--- src/rtl/game_tick_scheduler.sv ---
// Frame/tick scheduler: a prescaler derives the base frame pulse from the system clock,
// and NUM_CH programmable dividers derive slower per-channel ticks from that pulse.
module game_tick_scheduler #(
   parameter int PRESCALE       = 833333,
   parameter int PRE_W          = 20,
   parameter int NUM_CH         = 4,
   parameter int SEL_W          = 2,
   parameter int PERIOD_W       = 8,
   parameter int DEFAULT_PERIOD = 1
) (
   input  logic                clock,
   input  logic                reset,
   input  logic                enable,
   input  logic                pause,
   input  logic                step,
   input  logic                period_wr,
   input  logic [SEL_W-1:0]    period_sel,
   input  logic [PERIOD_W-1:0] period_data,
   output logic                frame_tick,
   output logic [NUM_CH-1:0]   ch_tick,
   output logic [15:0]         frame_count
);

   localparam logic [PRE_W-1:0]    PRE_LAST = PRE_W'(PRESCALE - 1);
   localparam logic [PERIOD_W-1:0] PER_RST  = PERIOD_W'(DEFAULT_PERIOD);

   logic [PRE_W-1:0]    pre_q, pre_d;
   logic [PERIOD_W-1:0] period_q [NUM_CH];
   logic [PERIOD_W-1:0] period_d [NUM_CH];
   logic [PERIOD_W-1:0] cnt_q [NUM_CH];
   logic [PERIOD_W-1:0] cnt_d [NUM_CH];
   logic                frame_tick_q, frame_tick_d;
   logic [NUM_CH-1:0]   ch_tick_q, ch_tick_d;
   logic [15:0]         frame_count_q, frame_count_d;
   logic                pre_wrap;
   logic                fp;
   logic [NUM_CH-1:0]   wr_hit;

   // While paused the frame pulse comes only from step; the prescaler just holds.
   always_comb begin
      pre_wrap = (pre_q == PRE_LAST);
      fp       = enable && (pause ? step : pre_wrap);
      pre_d    = pre_q;
      if (!enable) begin
         pre_d = '0;
      end else if (!pause) begin
         pre_d = pre_wrap ? '0 : pre_q + PRE_W'(1);
      end
   end

   // Out-of-range selects match no channel, so such writes fall away.
   always_comb begin
      wr_hit = '0;
      for (int i = 0; i < NUM_CH; i++) begin
         wr_hit[i] = period_wr && (period_sel == SEL_W'(i));
      end
   end

   // A write beats a coincident frame for its own channel: counter cleared, tick dropped.
   always_comb begin
      period_d  = period_q;
      cnt_d     = cnt_q;
      ch_tick_d = '0;
      for (int i = 0; i < NUM_CH; i++) begin
         if (wr_hit[i]) begin
            period_d[i] = period_data;
            cnt_d[i]    = '0;
         end else if (!enable) begin
            cnt_d[i] = '0;
         end else if (fp && (period_q[i] != '0)) begin
            if (cnt_q[i] == period_q[i] - PERIOD_W'(1)) begin
               cnt_d[i]     = '0;
               ch_tick_d[i] = 1'b1;
            end else begin
               cnt_d[i] = cnt_q[i] + PERIOD_W'(1);
            end
         end
      end
   end

   always_comb begin
      frame_tick_d  = fp;
      frame_count_d = frame_count_q + {15'd0, fp};
   end

   always_ff @(posedge clock or posedge reset) begin
      if (reset) begin
         pre_q         <= '0;
         frame_tick_q  <= 1'b0;
         ch_tick_q     <= '0;
         frame_count_q <= '0;
         for (int i = 0; i < NUM_CH; i++) begin
            period_q[i] <= PER_RST;
            cnt_q[i]    <= '0;
         end
      end else begin
         pre_q         <= pre_d;
         frame_tick_q  <= frame_tick_d;
         ch_tick_q     <= ch_tick_d;
         frame_count_q <= frame_count_d;
         for (int i = 0; i < NUM_CH; i++) begin
            period_q[i] <= period_d[i];
            cnt_q[i]    <= cnt_d[i];
         end
      end
   end

   assign frame_tick  = frame_tick_q;
   assign ch_tick     = ch_tick_q;
   assign frame_count = frame_count_q;

endmodule

--- config.mk ---
export PLATFORM = sky130hd
export DESIGN_NAME = game_tick_scheduler
export DESIGN_NICKNAME = d
export VERILOG_FILES = /design/src/rtl/game_tick_scheduler.sv
export SDC_FILE = /design/constraint.sdc
export NUM_CORES = 1
export LEC_CHECK = 0
export BUFFER_PORTS_ARGS = -buffer_cell sky130_fd_sc_hd__buf_2
export CORE_MARGIN = 5
export CORE_UTILIZATION = 40
export CTS_BUF_LIST = sky130_fd_sc_hd__clkbuf_16
export DETAILED_ROUTE_END_ITERATION = 8
export GPL_ROUTABILITY_DRIVEN = 1
export PLACE_DENSITY_LB_ADDON = 0.15
export RECOVER_POWER = 100
export SLEW_MARGIN = 20
export SYNTH_ARGS = -nofsm -noshare
export SYNTH_HDL_FRONTEND = slang
export SYNTH_SLANG_ARGS = --single-unit
--- constraint.sdc ---
create_clock -name clock -period 3.6 [get_ports clock]
set_input_delay 1.08 -clock clock [delete_from_list [all_inputs] [get_ports clock]]
set_output_delay 1.08 -clock clock [all_outputs]
set_load 0.01 [all_outputs]
==> results of run 1 <==
==> worst max path at each step <==
stage / startpoint / to / cells after the start
after global placement: pause / cnt_q[23] / 7
after floorplan: pause / frame_count[14] / 9
after global routing: pre_q[0] / cnt_q[19] / 9
after detailed placement: enable / cnt_q[23] / 7
after CTS: pre_q[0] / cnt_q[19] / 9
final: enable / cnt_q[19] / 7
==> final cells by class <==
type	instances	area [µm²]	area share (%)
multi-input cells	446	3100	47.9
repair buffers	43	181	2.80
flip-flops and latches	105	2630	40.6
well taps	184	230	3.55
clock inverters	7	55.1	0.849
inverters	14	53.8	0.830
clock buffers	9	225	3.47
==> report_power, final <==
group	switching, mW	leakage [nW]	internal (mW)
combinational	0.247	1.21	0.223
sequential	0.133	1.38	1.28
clock	0.427	0.150	0.527
==> kinds of logic (layout without fill, tap and decap cells) <==
kind of cell | Yosys count | count (layout) | share of synthesized area (%)
AND/OR/NAND/NOR | 254 | 254 | 23.7
flip-flops | 105 | 105 | 45.0
XOR/XNOR | 73 | 73 | 10.9
AO/OA/AOI/OAI | 70 | 70 | 8.80
multiplexers | 32 | 32 | 6.16
buffers and inverters | 26 | 73 | 1.69
adder cells (fa/ha/maj) | 17 | 17 | 3.64
==> critical path, stage by stage <==
cell and delay, ns:
clkbuf_1 0.32, and3b_1 0.24, a21oi_1 0.20, inv_1 0.26
nand2_1 0.33, or4b_2 0.72, a31oi_1 0.19
==> layer usage <==
metal | GRT usage (%) | up-vias | wire (µm)
li1 | - | 2137 | -
met1 | 21.0 | 2192 | 5950
met2 | 25.4 | 58 | 5880
met3 | 3.54 | 9 | 446
met4 | 5.20 | 0 | 127
met5 | 0 | - | 0
==> Yosys cell counts, drive strengths merged, types with 4 or more instances <==
library cell	instances
nor4b	5
nor3	12
or2	6
dfstp	4
nor2	52
nand2b	4
a21oi	17
mux2	32
xnor2	43
o31ai	4
or4	5
nand2	50
clkbuf	10
nor2b	5
a31oi	10
dfrtp	101
inv	14
nor3b	4
and3	14
xor2	30
nand3b	7
nand4b	4
or3b	4
o21ai	6
a22o	11
nor4	8
and2	7
nand4	7
ha	17
nand3	47
==> through the flow <==
stage | util, % | power, mW | area, µm²
after floorplan | - | 1.78 | 5850
after global placement | 43.4 | 1.91 | 6270
after detailed placement | 43.4 | 1.93 | 6270
after CTS | 45.4 | 2.90 | 6550
after global routing | 44.9 | 2.99 | 6480
final | 44.9 | 2.84 | 6480
==> state kept, by name, indices dropped and copies added, names as in the netlist <==
| register | cells |
|---|---|
| pre_q | 20 |
| cnt_q | 32 |
| frame_tick | 1 |
| period_q | 32 |
| frame_count | 16 |
| ch_tick | 4 |
==> run_results.csv, run 1 <==
group,metric,value,unit
outcome,outcome,"finished, violations left",
outcome,violations,"capacitance limit, slew limit",
logic_synthesis,synth-edff-count,0,
logic_synthesis,synthCells,577,
detailed_routing,drc_errors,0,
timing,fin_crit,3.08,ns
clock_network,h-tree-depth,3,
critical_path,cp-end-kind,"register",
global_route,antenna_found_initial,0,
timing,rsz0062_at_grt,"no",
logic_synthesis,yosysSeqAreaShare,45.0,%
clock_network,clockBufferDepth,2,
critical_path,r2r_setup_slack,0.58,ns
clock_network,numCtsBuffers,9,
global_route,grt_max_degree,67,
timing,final_min_period_over_clock_period,85.6,%
logic_synthesis,synthesis.area,5850,µm²
clock_network,tritoncts,"done",
logic_synthesis,synthArstFlopShare,100,%
logic_synthesis,avgSynthCellArea,10.1,µm²
min_path,holdPathEnd,"frame_count[15]",
placed_design,dpl_worst_slack,0.429,ns
final_layout,drive_above_1_share,13.1,%
final_layout,n_fill_cell,1386,
timing,fin_ws,0.518,ns
die,fp.dieArea,17100,µm²
global_route,grt_pass1_wl,21500,µm
critical_path,criticalPathCategory,"input pin to register",
job,drv_cap,2,
detailed_routing,ant_nets,0,
min_path,hp-class,"register to register",
final_layout,diodes,0,
logic_synthesis,ys.warnings.count,0,
critical_path,startpoint_type,"input pin",
detailed_routing,drtIter0Drc,320,
timing,worst_slew_pin_slew,2.14,ns
detailed_routing,dr.pass1.iters,4,
die,initial_core_util,40.5,%
final_layout,final_common_cell,"dfrtp_1",
die,ios,37,
pwr,power.density,438,nW/µm²
clock_network,clk_pin_slew,0.07,ns
final_layout,syn2layout_area_growth,10.9,%
timing,slew_violations,107,
clock_network,cts_hold_buf,0,
detailed_routing,viasPerCell,5.44,
final_layout,layout.cells.most_common_list,"dfrtp_1, nor2_1, nand2_1, nand3_1, xnor2_1",
timing,hold_viol,0,
timing,setup_viol,0,
critical_path,r2r-end,"cnt_q[19]",
timing,fin_tns_setup,0,ns
placed_design,numPortBuffers,36,
placed_design,gp_congestion,0.807,
critical_path,crit_fanout,17,
critical_path,timing.rr.start,"pre_q[0]",
detailed_routing,wl_per_cell,15.4,µm
logic_synthesis,synth_largest_area_cell,"dfrtp_1",
logic_synthesis,ys_ff_latch,105,
timing,slew-limit-headroom,-42.7,%
timing,clock_skew,0.00543,ns
global_route,grt_pass1_vias,4359,
pwr,peakVddDrop,0.222,mV
die,die_w,131,µm
clock_network,clkSinkCount,105,
die,coreArea,14400,µm²
clock_network,clk_latency,0.35,ns
clock_network,post_cts_buffers,0,
die,die_h,131,µm
min_path,hold_depth,1,
global_route,gr-total-overflow,0,
logic_synthesis,synthTopCellsByArea,"dfrtp_1, xnor2_1, mux2_2",
final_layout,num-nets-final,652,
placed_design,dp_hpwl,9040,µm
logic_synthesis,yosysTopAreaCellShare,43.2,%
logic_synthesis,synth_ff_type,"dfrtp_1",
critical_path,critical_path_arrival,3.35,ns
detailed_routing,vias,4396,
critical_path,cp.required,3.87,ns
timing,whs,0.469,ns
critical_path,reg2reg_depth,9,
pwr,p_leak,2.75,nW
min_path,worstHoldStart,"frame_count[15]",
detailed_routing,routed_wl,12400,µm
clock_network,cts_resized,0,
placed_design,dp.cells,792,
global_route,track_usage,15.7,%
logic_synthesis,synth_cell_types,59,
final_layout,final_cells,808,
timing,clock.fmax,325,MHz
die,rows,44,
logic_synthesis,syn_nets,610,
clock_network,cts-root-buf,"clkbuf_16",
Power figures use the tool's default switching activity.
==> run 2: changes to the inputs <==
ABC_CLOCK_PERIOD_IN_PS = 3600   (was unset)
GPL_TIMING_DRIVEN = 0   (was unset)
==> run_results.csv, run 2 (synthesis results as in run 1) <==
group,metric,value,unit
outcome,outcome,"completed",
final_layout,reg.largest.list,"cnt_q x32, period_q x32, pre_q x20",
final_layout,num-nets-final,659,
timing,fin_tns_setup,0,ns
critical_path,cp.required,3.83,ns
detailed_routing,wl_per_cell,15.0,µm
pwr,p_leak,2.75,nW
placed_design,gp_congestion,0.801,
critical_path,crit_fanout,8,
timing,slew_violations,0,
final_layout,drive_above_1_share,13.0,%
detailed_routing,viasPerCell,5.39,
clock_network,clockBufferDepth,2,
placed_design,dp.cells,799,
min_path,worstHoldStart,"frame_count[15]",
final_layout,diodes,0,
critical_path,cp-startpoint,"period_q[8]",
detailed_routing,vias,4384,
critical_path,criticalPathCategory,"register to register",
timing,setup_viol,0,
detailed_routing,dr.pass1.iters,4,
final_layout,syn2layout_area_growth,11.6,%
die,fp.dieArea,17100,µm²
clock_network,cts_hold_buf,0,
die,rows,44,
detailed_routing,ant_nets,0,
global_route,grt_max_degree,33,
die,die_h,131,µm
global_route,grt_pass1_vias,4336,
timing,final_min_period_over_clock_period,89.6,%
timing,fin_crit,3.23,ns
clock_network,tritoncts,"done",
final_layout,final_common_cell,"dfrtp_1",
clock_network,clkSinkCount,105,
final_layout,layout.cells.most_common_list,"dfrtp_1, nor2_1, nand2_1, nand3_1, xnor2_1",
detailed_routing,drtIter0Drc,139,
min_path,hp-class,"register to register",
placed_design,dp_hpwl,9030,µm
global_route,gr-total-overflow,0,
timing,fin_ws,0.374,ns
die,ios,37,
clock_network,clk_pin_slew,0.07,ns
die,die_w,131,µm
clock_network,h-tree-depth,3,
critical_path,critical_path_arrival,3.46,ns
clock_network,cts_resized,0,
timing,hold_viol,0,
pwr,peakVddDrop,0.319,mV
job,drv_cap,0,
clock_network,cts-root-buf,"clkbuf_16",
placed_design,numPortBuffers,35,
timing,clock.fmax,310,MHz
timing,worst_slew_pin_slew,1.28,ns
timing,rsz0062_at_grt,"no",
critical_path,worstPathCellList,"inv_1 -> ha_1 -> or2b_1 -> a311o_1 -> a2111oi_1 -> nor4_2 -> a221o_1",
pwr,power.density,435,nW/µm²
critical_path,worst_path_max_delay_cell,"a2111oi_1",
detailed_routing,routed_wl,12200,µm
critical_path,startpoint_type,"register",
global_route,antenna_found_initial,0,
critical_path,cp-end-kind,"register",
placed_design,dpl_worst_slack,0.177,ns
timing,slew-limit-headroom,14.7,%
clock_network,clk_latency,0.35,ns
critical_path,cp_slowest_stage_delay,1.05,ns
timing,clock_skew,0.00849,ns
clock_network,numCtsBuffers,9,
global_route,grt_pass1_wl,20900,µm
final_layout,final_cells,813,
timing,whs,0.482,ns
critical_path,timing.rr.start,"period_q[8]",
global_route,track_usage,15.3,%
die,initial_core_util,40.5,%
die,coreArea,14400,µm²
clock_network,post_cts_buffers,0,
detailed_routing,drc_errors,0,
[run 2: cell count changes in the layout (fill, tap and decap cells not counted), sizes merged]
cell	before	now
clkinvlp	1	2
clkbuf	39	44
buf	13	15
clkinv	3	1
inv	16	15
[run 2: final timing paths]
| path | to | slack (ns) | depth (start not counted) |
|---|---|---|---|
| worst max register to register | cnt_q[14] | 0.37 | 7 |
| min in group asynchronous | pre_q[8] | 0.96 | 2 |
| worst min-delay path | frame_count[15] | 0.48 | 1 |
| worst min register to register | frame_count[15] | 0.48 | 1 |
| max in group asynchronous | period_q[29] | 0.73 | 4 |
| worst max-delay path | cnt_q[14] | 0.37 | 7 |
[run 2: per-layer routing]
layer / up-vias / global-route usage, % / wire length (µm)
li1: 2156 / - / -
met2: 75 / 25.1 / 5650
met1: 2144 / 19.8 / 5840
met5: - / 0 / 0
met4: 0 / 4.54 / 191
met3: 9 / 4.39 / 535
[run 2: worst max-delay path, delay by kind of cell, from the launching register on]
| family | cells | cell delay [ns] |
|---|---|---|
| adder cells (fa/ha/maj) | 1 | 0.24 |
| flip-flops | 1 | 0.60 |
| AO/OA/AOI/OAI | 3 | 1.74 |
| buffers and inverters | 1 | 0.08 |
| AND/OR/NAND/NOR | 2 | 0.46 |
[run 2: power breakdown]
part           total [mW]  switching, mW  internal, mW
clock               0.948          0.420         0.528
combinational       0.478          0.250         0.228
sequential           1.41          0.126          1.28
[run 2: per-stage QoR]
step                cell area, µm²  utilization, %  power (mW)
floorplan                     5850               -        1.78
global placement              6250            43.4        1.90
detailed placement            6320            43.8        1.93
CTS                           6600            45.8        2.90
global route                  6520            45.2        3.01
finish                        6520            45.2        2.84
[run 2: final cells by class]
cell class | count | area, µm²
buffer | 12 | 45.0
clock inverter | 5 | 53.8
multi-input combinational | 446 | 3090
timing repair buffer | 38 | 190
fill | 1435 | 7900
clock buffer | 9 | 225
tap | 184 | 230
sequential | 105 | 2630
inverter | 14 | 53.8
